<file path="config.mk">
export PLATFORM = sky130hd
export DESIGN_NAME = fwd_hazard_unit
export DESIGN_NICKNAME = d
export VERILOG_FILES = /design/src/rtl/fwd_pkg.sv /design/src/rtl/fwd_operand_select.sv /design/src/rtl/fwd_hazard_unit.sv
export SDC_FILE = /design/constraint.sdc
export NUM_CORES = 1
export LEC_CHECK = 0
export CORE_MARGIN = 1.5
export CORE_UTILIZATION = 50
export DETAILED_ROUTE_END_ITERATION = 12
export HOLD_SLACK_MARGIN = 0.1
export PLACE_DENSITY = 0.78
export SLEW_MARGIN = 20
export SYNTH_ARGS = -nofsm -noshare
export SYNTH_HDL_FRONTEND = slang
export SYNTH_HIERARCHICAL = 1
export SYNTH_SLANG_ARGS = --single-unit
</file>
<file path="constraint.sdc">
create_clock -name clk -period 2.6 [get_ports clk]
set_input_delay 0.65 -clock clk [delete_from_list [all_inputs] [get_ports clk]]
set_output_delay 0.65 -clock clk [all_outputs]
set_load 0.01 [all_outputs]
</file>
<file path="src/rtl/fwd_pkg.sv">
// Shared types and constants for the forwarding / hazard unit.
// Tags are sized for the widest supported configuration; narrower builds zero-extend.
package fwd_pkg;
  localparam int SRC_MAX      = 4;
  localparam int AW_MAX       = 8;
  localparam int FWD_REGFILE  = 0;
  localparam int ZERO_REG_DEF = 31;

  typedef struct packed {
    logic                             valid;
    logic [AW_MAX-1:0]                rd;
    logic                             regwrite;
    logic                             memread;
    logic [SRC_MAX-1:0][AW_MAX-1:0]   src;
    logic [SRC_MAX-1:0]               srcUsed;
  } tag_t;

  function automatic logic tagWrites(input tag_t t, input logic [AW_MAX-1:0] zeroReg);
    return t.valid && t.regwrite && (t.rd != zeroReg);
  endfunction
endpackage

</file>
<file path="src/rtl/fwd_operand_select.sv">
// Per-operand forward select: youngest post-EX stage writing the operand's register wins.
module fwd_operand_select
  import fwd_pkg::*;
#(
  parameter int FWD_DEPTH = 2,
  parameter int REG_AW    = 5,
  parameter int ZERO_REG  = ZERO_REG_DEF,
  parameter int W         = $clog2(FWD_DEPTH + 1)
) (
  input  logic                    srcValid,
  input  logic                    srcUsed,
  input  logic [REG_AW-1:0]       src,
  input  tag_t [FWD_DEPTH-1:0]    stages,
  output logic [W-1:0]            sel
);
  localparam logic [AW_MAX-1:0] ZR = AW_MAX'(ZERO_REG);

  logic [AW_MAX-1:0] srcExt;
  logic              unusedStages;

  assign srcExt       = AW_MAX'(src);
  assign unusedStages = ^stages;

  // Scan oldest to youngest so the youngest match overwrites.
  always_comb begin
    sel = W'(FWD_REGFILE);
    if (srcValid && srcUsed && srcExt != ZR) begin
      for (int k = FWD_DEPTH; k >= 1; k--) begin
        if (tagWrites(stages[k-1], ZR) && stages[k-1].rd == srcExt) sel = W'(k);
      end
    end
  end
endmodule

</file>
<file path="src/rtl/fwd_hazard_unit.sv">
// Destination-tag pipeline driving EX operand forward selects, load-use stall and stall counter.
module fwd_hazard_unit
  import fwd_pkg::*;
#(
  parameter int NUM_SRC   = 2,
  parameter int REG_AW    = 5,
  parameter int ZERO_REG  = ZERO_REG_DEF,
  parameter int FWD_DEPTH = 2,
  parameter int LOAD_LAT  = 1,
  parameter int CNT_W     = 32
) (
  input  logic                                      clk,
  input  logic                                      reset,
  input  logic                                      id_valid,
  input  logic [NUM_SRC*REG_AW-1:0]                 id_src,
  input  logic [NUM_SRC-1:0]                        id_src_used,
  input  logic [REG_AW-1:0]                         id_rd,
  input  logic                                      id_regwrite,
  input  logic                                      id_memread,
  input  logic                                      flush,
  output logic [NUM_SRC*$clog2(FWD_DEPTH+1)-1:0]    fwd_sel,
  output logic                                      stall,
  output logic [CNT_W-1:0]                          stall_count
);
  localparam int W = $clog2(FWD_DEPTH + 1);
  localparam logic [AW_MAX-1:0] ZR = AW_MAX'(ZERO_REG);

  tag_t [FWD_DEPTH:0]                tags;
  tag_t                              idTag;
  logic [NUM_SRC-1:0][AW_MAX-1:0]    idSrc;
  logic                              unusedTags;

  assign unusedTags = ^tags;

  always_comb begin
    idSrc = '0;
    for (int i = 0; i < NUM_SRC; i++) idSrc[i] = AW_MAX'(id_src[i*REG_AW +: REG_AW]);
  end

  // Only loads still short of LOAD_LAT stages past EX can't be forwarded yet.
  always_comb begin
    stall = 1'b0;
    if (id_valid && !flush) begin
      for (int i = 0; i < NUM_SRC; i++) begin
        for (int k = 0; k < LOAD_LAT; k++) begin
          if (id_src_used[i] && idSrc[i] != ZR && tagWrites(tags[k], ZR) &&
              tags[k].memread && tags[k].rd == idSrc[i])
            stall = 1'b1;
        end
      end
    end
  end

  always_comb begin
    idTag          = '0;
    idTag.valid    = id_valid && !flush && !stall;
    idTag.rd       = AW_MAX'(id_rd);
    idTag.regwrite = id_regwrite;
    idTag.memread  = id_memread;
    for (int i = 0; i < NUM_SRC; i++) begin
      idTag.src[i]     = idSrc[i];
      idTag.srcUsed[i] = id_src_used[i];
    end
  end

  always_ff @(posedge clk) begin
    if (reset) begin
      tags        <= '0;
      stall_count <= '0;
    end else begin
      tags[0] <= idTag;
      for (int k = 1; k <= FWD_DEPTH; k++) tags[k] <= tags[k-1];
      if (stall && stall_count != {CNT_W{1'b1}}) stall_count <= stall_count + CNT_W'(1);
    end
  end

  for (genvar i = 0; i < NUM_SRC; i++) begin : gSel
    fwd_operand_select #(
      .FWD_DEPTH(FWD_DEPTH),
      .REG_AW   (REG_AW),
      .ZERO_REG (ZERO_REG),
      .W        (W)
    ) uSel (
      .srcValid(tags[0].valid),
      .srcUsed (tags[0].srcUsed[i]),
      .src     (tags[0].src[i][REG_AW-1:0]),
      .stages  (tags[FWD_DEPTH:1]),
      .sel     (fwd_sel[i*W +: W])
    );
  end
endmodule

</file>
==> metrics <==
clk sink count=66; Min-Delay Endpoint=tags[140]$_SDFF_PP0_; Setup Skew=0.00695 ns; standard-cell rows=29; Setup WS pre-CTS=-0.694 ns; clk slew on worst S/H paths=0.07 ns; Critical R2R Launch=tags[42]$_SDFF_PP0_; Clk Tree Root Cell=clkbuf_8; Worst Slack Setup Final=0.0533 ns; post-synthesis to final-layout area growth=38.8%; Die ar.=7010 um^2; fin nets=478; placed cell area=4100 um^2; port bufs=59; Slew Limit Fails=0; CP required=1.95 ns; number of diodes=0; total gr overflow=0; worst hold start=tags[93]$_SDFF_PP0_; hold depth=1; Max-Slew Margin vs Limit=0.505; First-pass DRT Iterations=4; Period minus WS final=2.55 ns; Num CTS Buffers=9; Setup crit start kind=register; Hold WC Path Type=reg -> reg; period utilization=0.980; H-Tree Depth=3; Critical Path Fanout Max=3; gpl congestion=0.895; # setup viols final=0; cell area after layout=4530 um^2; P_leak=1.65 nW; maximum buffer depth of the clock tree=2; final hold vios=0; largest net degree at the start of global routing=41; kind of cell adding the most delay to the critical path=simple AND/OR/NAND/NOR gates; sum of negative setup slack=0 ns; status=completed; GRT Overall Usage=0.257; vias after detailed routing=3,156; Max VDD drop=0.382 mV; latest clock arrival within the worst-skew pair=0.34 ns; core area=6310 um^2; crit path cell chain=xor2_1, nor4_2, o2111ai_1, and3_1, dlygate4sd2_1; Slowest cell on crit path=dfxtp_1; DRT antenna net count=0; vias per cell=5.90; register area=1330 um^2; r2r setup slk=0.17 ns; first-pass GRT wire length=14.4 mm; cts hold-fix bufs=0; Worst Reg-to-Reg Cells=10; critical path buffer and inverter count=1; Cells after Synth=371; Die H=83.8 um; WL/cell=16.7 um; fraction of layout instances using a drive strength above 1=0.188; Fillers=484; Die X=83.8 um; Worst Tran Pin Value=0.742 ns; Arr. time, crit path=1.90 ns; # DRC=0; Core Util, Final=0.717; PwrDens=500 nW/um^2; I/O pin count=60; post-synthesis cell area=3260 um^2; Initial Utilization=0.516; vias in the first global route=3,045; DR iter-0 viols=188; final WL=8.91 mm; crit-path max cell delay=0.35 ns; worst reg2reg path endpoint=stall_count[30]$_SDFFE_PP0P_; warnings from Yosys=6; max-cap violations=0; area of the multi-input gates=2000 um^2; Worst Setup Path Type=reg -> out; Avg Cell Area, Syn=8.79 um^2; initial antenna violation count=0; Fmax=393 MHz; CTS tree=built; Setup crit end kind=output port; post-detail-place hpwl=5.86 mm
==> state kept, by name (all words and copies together), names as in the netlist <==
signal,flops
stall_count,32
tags,34
==> where the power goes <==
part | switching (mW) | total (mW) | internal (mW)
Sequential | 0.0315 | 1.07 | 1.03
Combinational | 0.0770 | 0.157 | 0.0802
Clock | 0.406 | 1.04 | 0.636
Total | 0.514 | 2.26 | 1.75
==> worst reg2reg max path: cells and delay by family, from the launching register on <==
family,cells,cell delay [ns]
buffers and inverters,5,0.75
and+or+nand+nor,2,0.73
AOI/OAI and AO/OA,3,0.52
DFF,1,0.37
==> cell type report <==
type	instances	share of cell area
Tap cell	77	0.0213
Timing Repair Buffer	86	0.190
Clock inverter	6	0.0254
Clock buffer	9	0.0274
Sequential cell	66	0.293
Multi-Input combinational cell	289	0.441
Inverter	2	0.00166
==> worst max path at each step <==
stage / endpoint / depth (start not counted) / from
3_3_place_gp: stall / 6 / id_src[3]
4_1_cts: stall / 6 / id_src[4]
5_1_grt: fwd_sel[3] / 5 / tags[12]$_SDFF_PP0_
2_1_floorplan: stall / 5 / id_src[8]
3_5_place_dp: stall / 6 / id_src[3]
6_report: fwd_sel[3] / 5 / tags[12]$_SDFF_PP0_
==> layout by cell type (no fill, tap or decap), types with 4 or more instances in the layout <==
master and instances:
a21oi_1 20, a21oi_2 5, and2_1 4, and3_1 10
and4_1 4, buf_12 4, buf_4 22, clkbuf_8 9
clkdlybuf4s50_1 42, conb_1 12, dfxtp_1 61, dfxtp_2 5
dlygate4sd2_1 7, dlymetal6s2s_1 6, mux2_2 6, nand2_1 16
nand3_1 21, nand4_1 15, nor2_1 16, nor2b_1 40
nor4_1 6, o2111ai_1 4, o21ai_0 5, o31ai_1 20
or3_1 4, or4_1 19, xnor2_1 10, xor2_1 12
==> per-stage QoR <==
stage          hold WS, ns  std cells  power [mW]
6_report             0.485        535        2.26
3_5_place_dp         0.455        515        1.22
2_1_floorplan        0.438        382        1.15
5_1_grt              0.501        535        2.34
3_3_place_gp         0.452        515        1.22
4_1_cts              0.475        533        2.27
==> timing repair <==
item,4_1_cts,5_1_grt
resized for setup,30,21
setup endpoints to repair,18,18
gates cloned,1,0
buffers inserted,2,2
pin swaps,9,15
==> layer usage <==
layer | GRT usage | wire length, um | part of all wire | vias up
met2 | 0.435 | 4410 | 0.49 | 97
met1 | 0.313 | 3860 | 0.43 | 1515
met5 | 0 | 0 | 0 | -
met4 | 0.116 | 247 | 0.028 | 0
li1 | - | - | - | 1518
met3 | 0.0534 | 399 | 0.045 | 26
(Power assumes the default switching activity.)
